[src/rtl/lenet_quant_pkg.sv]
// lenet_quant_pkg: shared widths, clamp-mode encodings and clamp-bound helpers for the requantizer
package lenet_quant_pkg;
  localparam int IN_W_D    = 23;
  localparam int OUT_W_D   = 8;
  localparam int LANES_D   = 4;
  localparam int SHIFT_W_D = 5;
  localparam int CNT_W     = 16;
  typedef enum logic {MODE_SIGNED = 1'b0, MODE_RELU = 1'b1} mode_e;
  function automatic int sat_hi(input int w);
    return (1 << (w - 1)) - 1;
  endfunction
  function automatic int sat_lo(input int w, input mode_e m);
    return (m == MODE_RELU) ? 0 : -(1 << (w - 1));
  endfunction
endpackage

[src/rtl/lenet_requant_if.sv]
// lenet_requant_if: input/output beat streams of the requantizer
//   in_valid/in_ready/in_data    : accumulator beats, lane i at [i*IN_W +: IN_W]
//   out_valid/out_ready/out_data : quantized beats, lane i at [i*OUT_W +: OUT_W]
//   master = upstream/downstream side, slave = requantizer
interface lenet_requant_if #(
  parameter int IN_W  = lenet_quant_pkg::IN_W_D,
  parameter int OUT_W = lenet_quant_pkg::OUT_W_D,
  parameter int LANES = lenet_quant_pkg::LANES_D
);
  logic                   in_valid;
  logic                   in_ready;
  logic [LANES*IN_W-1:0]  in_data;
  logic                   out_valid;
  logic                   out_ready;
  logic [LANES*OUT_W-1:0] out_data;
  modport master (output in_valid, in_data, out_ready, input in_ready, out_valid, out_data);
  modport slave (input in_valid, in_data, out_ready, output in_ready, out_valid, out_data);
endinterface

[src/rtl/requant_lane.sv]
// requant_lane: one lane, stage 1 rounds half-up and shifts, stage 2 clamps to OUT_W
//   i_x     : signed accumulator value      i_shift : right-shift amount
//   i_relu  : clamp mode for this beat      i_en    : pipeline enable
//   o_out   : registered clamped value      o_sat   : stage-1 value saturates on its way to stage 2
module requant_lane import lenet_quant_pkg::*; #(
  parameter int IN_W    = IN_W_D,
  parameter int OUT_W   = OUT_W_D,
  parameter int SHIFT_W = SHIFT_W_D
) (
  input  logic               clk,
  input  logic               srstn,
  input  logic               i_en,
  input  logic [IN_W-1:0]    i_x,
  input  logic [SHIFT_W-1:0] i_shift,
  input  mode_e              i_relu,
  output logic [OUT_W-1:0]   o_out,
  output logic               o_sat
);
  localparam logic signed [IN_W:0] HI   = (IN_W + 1)'(sat_hi(OUT_W));
  localparam logic signed [IN_W:0] LO_S = (IN_W + 1)'(sat_lo(OUT_W, MODE_SIGNED));
  logic signed [IN_W:0] w_rnd, w_s, w_lo, r_s;
  logic                 w_hi_sat, w_lo_sat;
  logic [OUT_W-1:0]     w_out, r_out;
  mode_e                r_relu;
  // one extra bit of headroom so x + 2^(shift-1) never wraps
  always_comb begin
    w_rnd    = (i_shift == '0) ? '0 : (IN_W + 1)'(1) << (i_shift - 1'b1);
    w_s      = ($signed({i_x[IN_W-1], i_x}) + w_rnd) >>> i_shift;
    w_lo     = (r_relu == MODE_RELU) ? '0 : LO_S;
    w_hi_sat = r_s > HI;
    w_lo_sat = r_s < w_lo;
    w_out    = w_hi_sat ? HI[OUT_W-1:0] : w_lo_sat ? w_lo[OUT_W-1:0] : r_s[OUT_W-1:0];
  end
  always_ff @(posedge clk) begin
    if (!srstn) begin
      r_s    <= '0;
      r_relu <= MODE_SIGNED;
      r_out  <= '0;
    end else if (i_en) begin
      r_s    <= w_s;
      r_relu <= i_relu;
      r_out  <= w_out;
    end
  end
  assign o_out = r_out;
  assign o_sat = w_hi_sat | w_lo_sat;
endmodule

[src/rtl/lenet_requant.sv]
// lenet_requant: multi-lane round/shift/saturate requantizer, 2-stage valid/ready pipeline
//   s_if       : beat streams (slave side)
//   i_cfg_*    : shift/relu config request, honoured only when idle; o_cfg_err sticky on reject
//   o_busy     : a pipeline stage holds a beat
//   i_sat_clr  : clear saturation counter     o_sat_cnt : saturated-lane count
//   LENET_REQ_SAT_CNT_EN enables the saturation counter; otherwise o_sat_cnt is 0
module lenet_requant import lenet_quant_pkg::*; #(
  parameter int IN_W      = IN_W_D,
  parameter int OUT_W     = OUT_W_D,
  parameter int LANES     = LANES_D,
  parameter int SHIFT_W   = SHIFT_W_D,
  parameter int RST_SHIFT = 6,
  parameter bit RST_RELU  = 1'b1
) (
  input  logic               clk,
  input  logic               srstn,
  lenet_requant_if.slave     s_if,
  input  logic               i_cfg_load,
  input  logic [SHIFT_W-1:0] i_cfg_shift,
  input  logic               i_cfg_relu,
  output logic               o_cfg_err,
  output logic               o_busy,
  input  logic               i_sat_clr,
  output logic [CNT_W-1:0]   o_sat_cnt
);
  logic                   w_en, w_acc, w_cfg_ok, r_v1, r_out_valid, r_cfg_err;
  logic [SHIFT_W-1:0]     w_cfg_shift, r_shift;
  mode_e                  r_mode;
  logic [LANES-1:0]       w_sat;
  logic [LANES*OUT_W-1:0] w_out_data;
  assign w_en        = ~r_out_valid | s_if.out_ready;
  assign w_acc       = s_if.in_valid & w_en;
  assign w_cfg_ok    = i_cfg_load & ~o_busy & ~s_if.in_valid;
  assign w_cfg_shift = (int'(i_cfg_shift) >= IN_W) ? SHIFT_W'(IN_W - 1) : i_cfg_shift;
  always_ff @(posedge clk) begin
    if (!srstn) begin
      r_v1        <= 1'b0;
      r_out_valid <= 1'b0;
      r_cfg_err   <= 1'b0;
      r_shift     <= SHIFT_W'(RST_SHIFT);
      r_mode      <= mode_e'(RST_RELU);
    end else begin
      if (w_en) begin
        r_v1        <= w_acc;
        r_out_valid <= r_v1;
      end
      if (w_cfg_ok) begin
        r_shift <= w_cfg_shift;
        r_mode  <= mode_e'(i_cfg_relu);
      end else if (i_cfg_load) begin
        r_cfg_err <= 1'b1;
      end
    end
  end
  for (genvar i = 0; i < LANES; i++) begin : g_lane
    requant_lane #(.IN_W(IN_W), .OUT_W(OUT_W), .SHIFT_W(SHIFT_W)) u_lane (
      .clk    (clk),
      .srstn  (srstn),
      .i_en   (w_en),
      .i_x    (s_if.in_data[i*IN_W +: IN_W]),
      .i_shift(r_shift),
      .i_relu (r_mode),
      .o_out  (w_out_data[i*OUT_W +: OUT_W]),
      .o_sat  (w_sat[i])
    );
  end
  assign s_if.in_ready  = w_en;
  assign s_if.out_valid = r_out_valid;
  assign s_if.out_data  = w_out_data;
  assign o_busy         = r_v1 | r_out_valid;
  assign o_cfg_err      = r_cfg_err;
`ifdef LENET_REQ_SAT_CNT_EN
  logic [CNT_W-1:0] r_sat_cnt, w_add;
  logic [CNT_W:0]   w_sum;
  // lanes count only when a valid beat actually moves into stage 2
  always_comb begin
    w_add = '0;
    for (int i = 0; i < LANES; i++) w_add = w_add + CNT_W'(w_sat[i] & r_v1 & w_en);
    w_sum = {1'b0, r_sat_cnt} + {1'b0, w_add};
  end
  always_ff @(posedge clk) begin
    if (!srstn || i_sat_clr) r_sat_cnt <= '0;
    else r_sat_cnt <= w_sum[CNT_W] ? '1 : w_sum[CNT_W-1:0];
  end
  assign o_sat_cnt = r_sat_cnt;
`else
  logic w_unused;
  assign w_unused  = ^{i_sat_clr, w_sat};
  assign o_sat_cnt = '0;
`endif
endmodule

[src/flat_wrapper.sv]
// flat-port wrapper written by rule: the top's interface ports become plain ports
module lenet_requant_flat import lenet_quant_pkg::*;
#(
  parameter int IN_W      = IN_W_D,
  parameter int OUT_W     = OUT_W_D,
  parameter int LANES     = LANES_D,
  parameter int SHIFT_W   = SHIFT_W_D,
  parameter int RST_SHIFT = 6,
  parameter bit RST_RELU  = 1'b1
)
  (clk, srstn, i_cfg_load, i_cfg_shift, i_cfg_relu, o_cfg_err, o_busy, i_sat_clr, o_sat_cnt, s_if_in_valid, s_if_in_data, s_if_out_ready, s_if_in_ready, s_if_out_valid, s_if_out_data);
  lenet_requant_if #(.IN_W(IN_W), .OUT_W(OUT_W), .LANES(LANES)) s_if_i ();
  input  logic clk;
  input  logic srstn;
  input  logic i_cfg_load;
  input  logic [SHIFT_W-1:0] i_cfg_shift;
  input  logic i_cfg_relu;
  output logic o_cfg_err;
  output logic o_busy;
  input  logic i_sat_clr;
  output logic [CNT_W-1:0] o_sat_cnt;
  input wire logic [$bits(s_if_i.in_valid)-1:0] s_if_in_valid;
  input wire logic [$bits(s_if_i.in_data)-1:0] s_if_in_data;
  input wire logic [$bits(s_if_i.out_ready)-1:0] s_if_out_ready;
  output wire logic [$bits(s_if_i.in_ready)-1:0] s_if_in_ready;
  output wire logic [$bits(s_if_i.out_valid)-1:0] s_if_out_valid;
  output wire logic [$bits(s_if_i.out_data)-1:0] s_if_out_data;
  assign s_if_i.in_valid = s_if_in_valid;
  assign s_if_i.in_data = s_if_in_data;
  assign s_if_i.out_ready = s_if_out_ready;
  assign s_if_in_ready = s_if_i.in_ready;
  assign s_if_out_valid = s_if_i.out_valid;
  assign s_if_out_data = s_if_i.out_data;
  lenet_requant #(.IN_W(IN_W), .OUT_W(OUT_W), .LANES(LANES), .SHIFT_W(SHIFT_W), .RST_SHIFT(RST_SHIFT), .RST_RELU(RST_RELU)) u_core (.clk(clk), .srstn(srstn), .s_if(s_if_i), .i_cfg_load(i_cfg_load), .i_cfg_shift(i_cfg_shift), .i_cfg_relu(i_cfg_relu), .o_cfg_err(o_cfg_err), .o_busy(o_busy), .i_sat_clr(i_sat_clr), .o_sat_cnt(o_sat_cnt));
endmodule
[config.mk]
export PLATFORM = sky130hd
export DESIGN_NAME = lenet_requant_flat
export DESIGN_NICKNAME = d
export VERILOG_FILES = /design/src/rtl/lenet_quant_pkg.sv /design/src/rtl/lenet_requant_if.sv /design/src/rtl/requant_lane.sv /design/src/rtl/lenet_requant.sv /design/src/flat_wrapper.sv
export SDC_FILE = /design/constraint.sdc
export NUM_CORES = 1
export LEC_CHECK = 0
export BUFFER_PORTS_ARGS = -buffer_cell sky130_fd_sc_hd__buf_2
export CELL_PAD_IN_SITES_DETAIL_PLACEMENT = 1
export CELL_PAD_IN_SITES_GLOBAL_PLACEMENT = 1
export CORE_ASPECT_RATIO = 1.75
export CORE_MARGIN = 5
export CORE_UTILIZATION = 46
export DETAILED_ROUTE_END_ITERATION = 7
export PLACE_DENSITY = 0.94
export SETUP_SLACK_MARGIN = 0.05
export SLEW_MARGIN = 20
export SYNTH_ARGS = -nofsm -noshare
export SYNTH_HDL_FRONTEND = slang
export SYNTH_SLANG_ARGS = --single-unit
[constraint.sdc]
create_clock -name clk -period 7 [get_ports clk]
set_input_delay 0.7 -clock clk [delete_from_list [all_inputs] [get_ports clk]]
set_output_delay 0.7 -clock clk [all_outputs]
set_load 0.05 [all_outputs]
# Word level (Yosys, flattened, before mapping)
# Cells that the tools add are included.
[word_totals] regBits=138 out_inout_bits=52 wordCells=55 in_bits=104
[op_classes] n_reduce_logical=2 mux=11 addsub=5 n_lt_le_gt_ge=9 shifts=5 n_bitwise=9
[ops] op="adder 23 x 24 -> 24 bit" n=4
[ops] op="> comparator 24 x 8 -> 1 bit, second input constant" n=4
[ops] op="less-than comparator 24 bit" n=4
[ops] op=">>> shifter 24 x 5 -> 24 bit" n=4
[ops] op="two-way mux 8 bit" n=8
[ops] op="two-way mux 24 bit" n=2
[ops] op="<< shifter 1 x 5 -> 24 bit, first input constant" n=1
[ops] op="greater-or-equal comparator 5 bit, second input constant" n=1
[ops] op="logical NOT 5 bit" n=1
[ops] op="two-way mux 5 bit" n=1
[ops] op="subtractor 5 x 1 -> 5 bit, second input constant" n=1
[ops] op="NOT 1 bit" n=4
[ops] op="bitwise AND 1 bit" n=3
[ops] op="OR 1 bit" n=2
[ops] op="AND reduction 2 bit" n=1

# Longest topological paths before layout
[logic_depth] word_depth=6 ltp_mapped=22

# Modules after synthesis
# Synthesis repeated with hierarchy kept, for this count alone.
[hier_totals] hier_cells=2563 area_unflattened_um2=19262.2
[modules_own_cells] mod="requant_lane at u_core.g_lane[1].u_lane ..." n_inst=2 seq_area_each_um2=660.6 area_each_um2=4924.7 cells_per_inst=644
[modules_own_cells] mod="requant_lane at u_core.g_lane[3].u_lane" n_inst=1 seq_area_each_um2=660.6 area_each_um2=4680.7 cells_per_inst=669
[modules_own_cells] mod="requant_lane at u_core.g_lane[0].u_lane" n_inst=1 seq_area_each_um2=660.6 area_each_um2=4232.8 cells_per_inst=548
[modules_own_cells] mod="lenet_requant" n_inst=1 seq_area_each_um2=180.2 area_each_um2=499.2 cells_per_inst=58

# Least setup slack after synthesis
# No wires, ideal clock.
[synth_path] path_type="reg2reg" startpoint="register u_core.r_shift[1]" endpoint="register u_core.g_lane[2].u_lane.r_s[2]" setup_time_ns=0.085 arrival_ns=4.880 stages_incl_launch_ff=21 path_buffers=6 required_time_ns=6.915 path_slack_ns=2.035 cell_sequence="dfxtp_1 buf_6 nor2b_1 buf_2 buf_1 buf_2 clkbuf_1 buf_1 nand2_1 xnor2_1 ha_1 a31o_2 a211o_1 and3_1 a2111o_1 a21oi_2 xnor2_1 o22ai_1 o311a_1 or4_1 o211ai_1"
[synth_between] elab_chain_cells=5
[synth_lines] element="start, declared" line_no="lenet_requant.sv:27" rtl="logic [SHIFT_W-1:0] w_cfg_shift, r_shift;"
[synth_lines] element="start signal, assigned" line_no="lenet_requant.sv:40" rtl="r_shift <= SHIFT_W'(RST_SHIFT);"
[synth_lines] element="start signal, assigned" line_no="lenet_requant.sv:48" rtl="r_shift <= w_cfg_shift;"
[synth_lines] element="subtractor 5 x 1 -> 5 bit" line_no="requant_lane.sv:27" rtl="w_rnd = (i_shift == '0) ? '0 : (IN_W + 1)'(1) << (i_shift - 1'b1);"
[synth_lines] element="<< shifter 1 x 5 -> 24 bit" line_no="requant_lane.sv:27"
[synth_lines] element="two-way mux 24 bit" line_no="requant_lane.sv:27"
[synth_lines] element="adder 23 x 24 -> 24 bit" line_no="requant_lane.sv:28" rtl="w_s = ($signed({i_x[IN_W-1], i_x}) + w_rnd) >>> i_shift;"
[synth_lines] element=">>> shifter 24 x 5 -> 24 bit (*)" line_no="requant_lane.sv:28"
[synth_lines] element="end signal, assigned" line_no="requant_lane.sv:40" rtl="r_s <= w_s;"
[synth_lines] element="end, declared" line_no="requant_lane.sv:21" rtl="logic signed [IN_W:0] w_rnd, w_s, w_lo, r_s;"
# Mark *: on every way between the ends. The rest lies on a longest branch, timed or not.
# A chain may end at the register's enable or synchronous reset.

# Worst setup path in the final report
[layout_path] startpoint="register u_core.r_shift[1]" endpoint="register u_core.g_lane[3].u_lane.r_s[18]"
[layout_between] elab_chain_cells=5
[layout_lines] element="subtractor 5 x 1 -> 5 bit" line_no="requant_lane.sv:27"
[layout_lines] element="<< shifter 1 x 5 -> 24 bit" line_no="requant_lane.sv:27"
[layout_lines] element="two-way mux 24 bit" line_no="requant_lane.sv:27"
[layout_lines] element="adder 23 x 24 -> 24 bit" line_no="requant_lane.sv:28"
[layout_lines] element=">>> shifter 24 x 5 -> 24 bit (*)" line_no="requant_lane.sv:28"
[layout_lines] element="end signal, assigned" line_no="requant_lane.sv:40"
[layout_lines] element="end, declared" line_no="requant_lane.sv:21"
# Marks and branches as above.

==> impl_metrics.env <==
export IMPL_status="completed"
export IMPL_dpl_cell_area_sq_um=20900
export IMPL_final_cell_area_sq_um=21500
export IMPL_yosysTopAreaCell="dfxtp_1"
export IMPL_synthFlopType="dfxtp_1"
export IMPL_synth_seq_cells=138
export IMPL_slowest_delay_ns=0.84
export IMPL_hold_violations=0
export IMPL_final_setup_tns_ns=0
export IMPL_required_ns=7.35
export IMPL_vias_per_cell=7.44
export IMPL_synthArstFlopShare=0
export IMPL_vias=24900
export IMPL_cp_max_fo=55
export IMPL_synth_top_area_frac=0.139
export IMPL_numCtsBuffers=17
export IMPL_ys_warn_count=0
export IMPL_gr_total_overflow=0
export IMPL_syn_avg_cell_area_sq_um=7.14
export IMPL_ys_types=121
export IMPL_cts_root_buffer="clkbuf_16"
export IMPL_place_gp_congestion=1.06
export IMPL_relSlewSlack=0.207
export IMPL_grt_pass1_vias=25600
export IMPL_yosys_top_cells_area="dfxtp_1, ha_1, o21ai_0"
export IMPL_ctsResizeCount=0
export IMPL_instances_no_fill=3350
export IMPL_die_w_microns=167
export IMPL_ctsHtreeMaxLevel=4
export IMPL_period_minus_slack_ns=5.86
export IMPL_crit_arrival_ns=6.21
export IMPL_p_leak_nw=8.80
export IMPL_hp_class="register to register"
export IMPL_grt_pass1_wl_microns=154000
export IMPL_p_total_mw=3.28
export IMPL_drt_pre_antenna_iters=6
export IMPL_fin_nets=2986
export IMPL_drive_gt1_frac=0.142
export IMPL_cap_violations=0
export IMPL_placed_cells=3316
export IMPL_cts_tree="built"
export IMPL_end_kind="register"
export IMPL_wl_microns=102000
export IMPL_grt_max_degree=93
export IMPL_cts_setup_buffers=0
export IMPL_port_buffers=138
export IMPL_cp_cell_sequence="nand2b_1 > buf_4 > nor2_2 > mux2i_1 > o2111a_1 > o21ai_1 > a21oi_1 > mux2i_1 > o211a_1 > a22oi_1 > o221a_2 > a211oi_1"
export IMPL_p_clk_frac=0.292
export IMPL_pin_count=156
export IMPL_synth_edf_count=0
export IMPL_critPathLaunchType="register"
export IMPL_coreArea_sq_um=42700
export IMPL_wl_per_cell_microns=30.4
export IMPL_synthCells=2786
export IMPL_cpMostUsedCell="mux2i_1"
export IMPL_worst_pin_slew_ns=1.19
export IMPL_clockBufferDepth=2
export IMPL_synth_most_common_cell="o21ai_0"
export IMPL_synth_seq_area_share=0.139
export IMPL_die_h_microns=285
export IMPL_initial_utilization=0.466
export IMPL_rows=100
export IMPL_syn_cell_area_sq_um=19900
export IMPL_cp_slowest_cell="dfxtp_4"
export IMPL_netSwitchingPower_mw=1.39
export IMPL_ant_nets=0
export IMPL_fin_crit_sh=0.837
export IMPL_drcViolationCount=0
export IMPL_path_delay_family="compound AO/OA/AOI/OAI gates"
export IMPL_synthTopCellsByCount="o21ai_0, nand2_1, nor2_1"
export IMPL_fin_util=0.504
export IMPL_worstSetupPathType="register to register"
export IMPL_skew_ns=0.0144
export IMPL_comb_power_share=0.412
export IMPL_p_int_mw=1.89
export IMPL_peakVddDrop_v=0.000193
export IMPL_p_per_area_nw_per_um2=152
export IMPL_area_delta_synth_final_pct=8.17
export IMPL_rsz0062_at_grt="no"
export IMPL_die_area_sq_um=47700
export IMPL_sequentialPowerShare=0.297
export IMPL_path_clk_slew_ns=0.07
export IMPL_hold_buffers=0
export IMPL_finalMaxSlewViolations=0
export IMPL_antenna_found_initial=4
export IMPL_insertion_delay_ns=0.44
export IMPL_fmax_mhz=171
export IMPL_clock_sinks=138
export IMPL_drt_iter0_drc=2767
export IMPL_setup_viol=0
export IMPL_dpl_hpwl_microns=75900
export IMPL_path_buf_inv=1
export IMPL_gr_usage_all_layers=0.407
export IMPL_p_sw_frac=0.424
==> worst register-to-register path: stages (launching register included) <==
cell and delay, ns:
dfxtp_4 0.84, nand2b_1 0.78, buf_4 0.52, nor2_2 0.49
mux2i_1 0.35, o2111a_1 0.47, o21ai_1 0.25, a21oi_1 0.70
mux2i_1 0.27, o211a_1 0.40, a22oi_1 0.18, o221a_2 0.35
a211oi_1 0.19
==> final timing paths <==
| check | slack, ns | cells past startpoint | to | startpoint |
|---|---|---|---|---|
| setup / recovery | 1.14 | 12 | u_core.g_lane[3].u_lane.r_s[18] | u_core.r_shift[1] |
| hold / removal | 0.46 | 2 | u_core.g_lane[2].u_lane.r_s[0] | u_core.g_lane[2].u_lane.r_s[0] |
| setup reg to reg | 1.14 | 12 | u_core.g_lane[3].u_lane.r_s[18] | u_core.r_shift[1] |
| hold reg to reg | 0.46 | 2 | u_core.g_lane[2].u_lane.r_s[0] | u_core.g_lane[2].u_lane.r_s[0] |
==> area by class of cell <==
type	count	area (sq um)
fill	5566	21100
multi-input combinational	2343	15900
sequential	138	2780
timing repair buffer	222	1320
tap	561	702
clock buffer	20	437
inverter	52	199
clock inverter	12	165
antenna	2	5.00
==> cells by family after synthesis <==
kind of cell | synth area share
multiplexers | 0.0549
flip-flops | 0.139
buffers and inverters | 0.0667
adder cells (fa/ha/maj) | 0.0704
other | 0.000189
AO/OA/AOI/OAI | 0.386
XOR/XNOR | 0.0549
AND/OR/NAND/NOR | 0.228
==> flip-flops by register name (all words and copies together) (netlist names) <==
register                     flops
u_core.g_lane.u_lane.r_relu      1
u_core.r_mode                    1
u_core.g_lane.u_lane.o_out      32
u_core.s_if.out_valid            1
u_core.r_v1                      1
u_core.o_cfg_err                 1
u_core.g_lane.u_lane.r_s        96
u_core.r_shift                   5
==> routing by layer <==
metal | GRT usage | up-vias | share of wire
met5 | 0 | - | 0.00033
met3 | 0.0887 | 616 | 0.095
met1 | 0.439 | 12000 | 0.34
met4 | 0.403 | 4 | 0.12
li1 | - | 10600 | -
met2 | 0.642 | 1704 | 0.45
==> power groups by stage <==
stage	clock (mW)	combinational, mW	sequential, mW
2_1_floorplan	0	0.824	1.01
3_3_place_gp	0	1.22	0.975
3_5_place_dp	0	1.28	0.981
4_1_cts	0.957	1.30	0.967
5_1_grt	0.981	1.42	0.978
6_report	0.956	1.35	0.972
==> metrics by stage <==
step,hold slack (ns),setup slack (ns)
6_report,0.465,1.14
4_1_cts,0.467,1.45
3_3_place_gp,0.453,1.62
5_1_grt,0.484,0.939
2_1_floorplan,0.416,2.03
3_5_place_dp,0.458,1.47
==> cells in the final DEF, fill, tap and decap left out, types with 17 or more instances in the layout <==
cell type and count:
a221oi_1 26, a22oi_1 18, buf_4 85, a21boi_0 23
inv_1 47, and3_1 29, xnor2_1 78, o21a_1 40
nand3_1 75, ha_1 108, a31oi_1 57, or3_1 17
xor2_1 34, o21ai_0 245, and2_1 26, nor2_1 222
o221ai_1 25, nand2_1 230, nand2b_1 18, buf_2 137
nand4_1 23, o22ai_1 34, dfxtp_1 132, a211o_1 18
o211ai_1 53, o21ai_1 23, mux2i_1 63, nor4_1 30
nor3_1 69, a211oi_1 52, a21o_1 34, clkbuf_16 17
or2_2 27, a21oi_1 211
No activity file was read; power rests on OpenSTA's default activity.
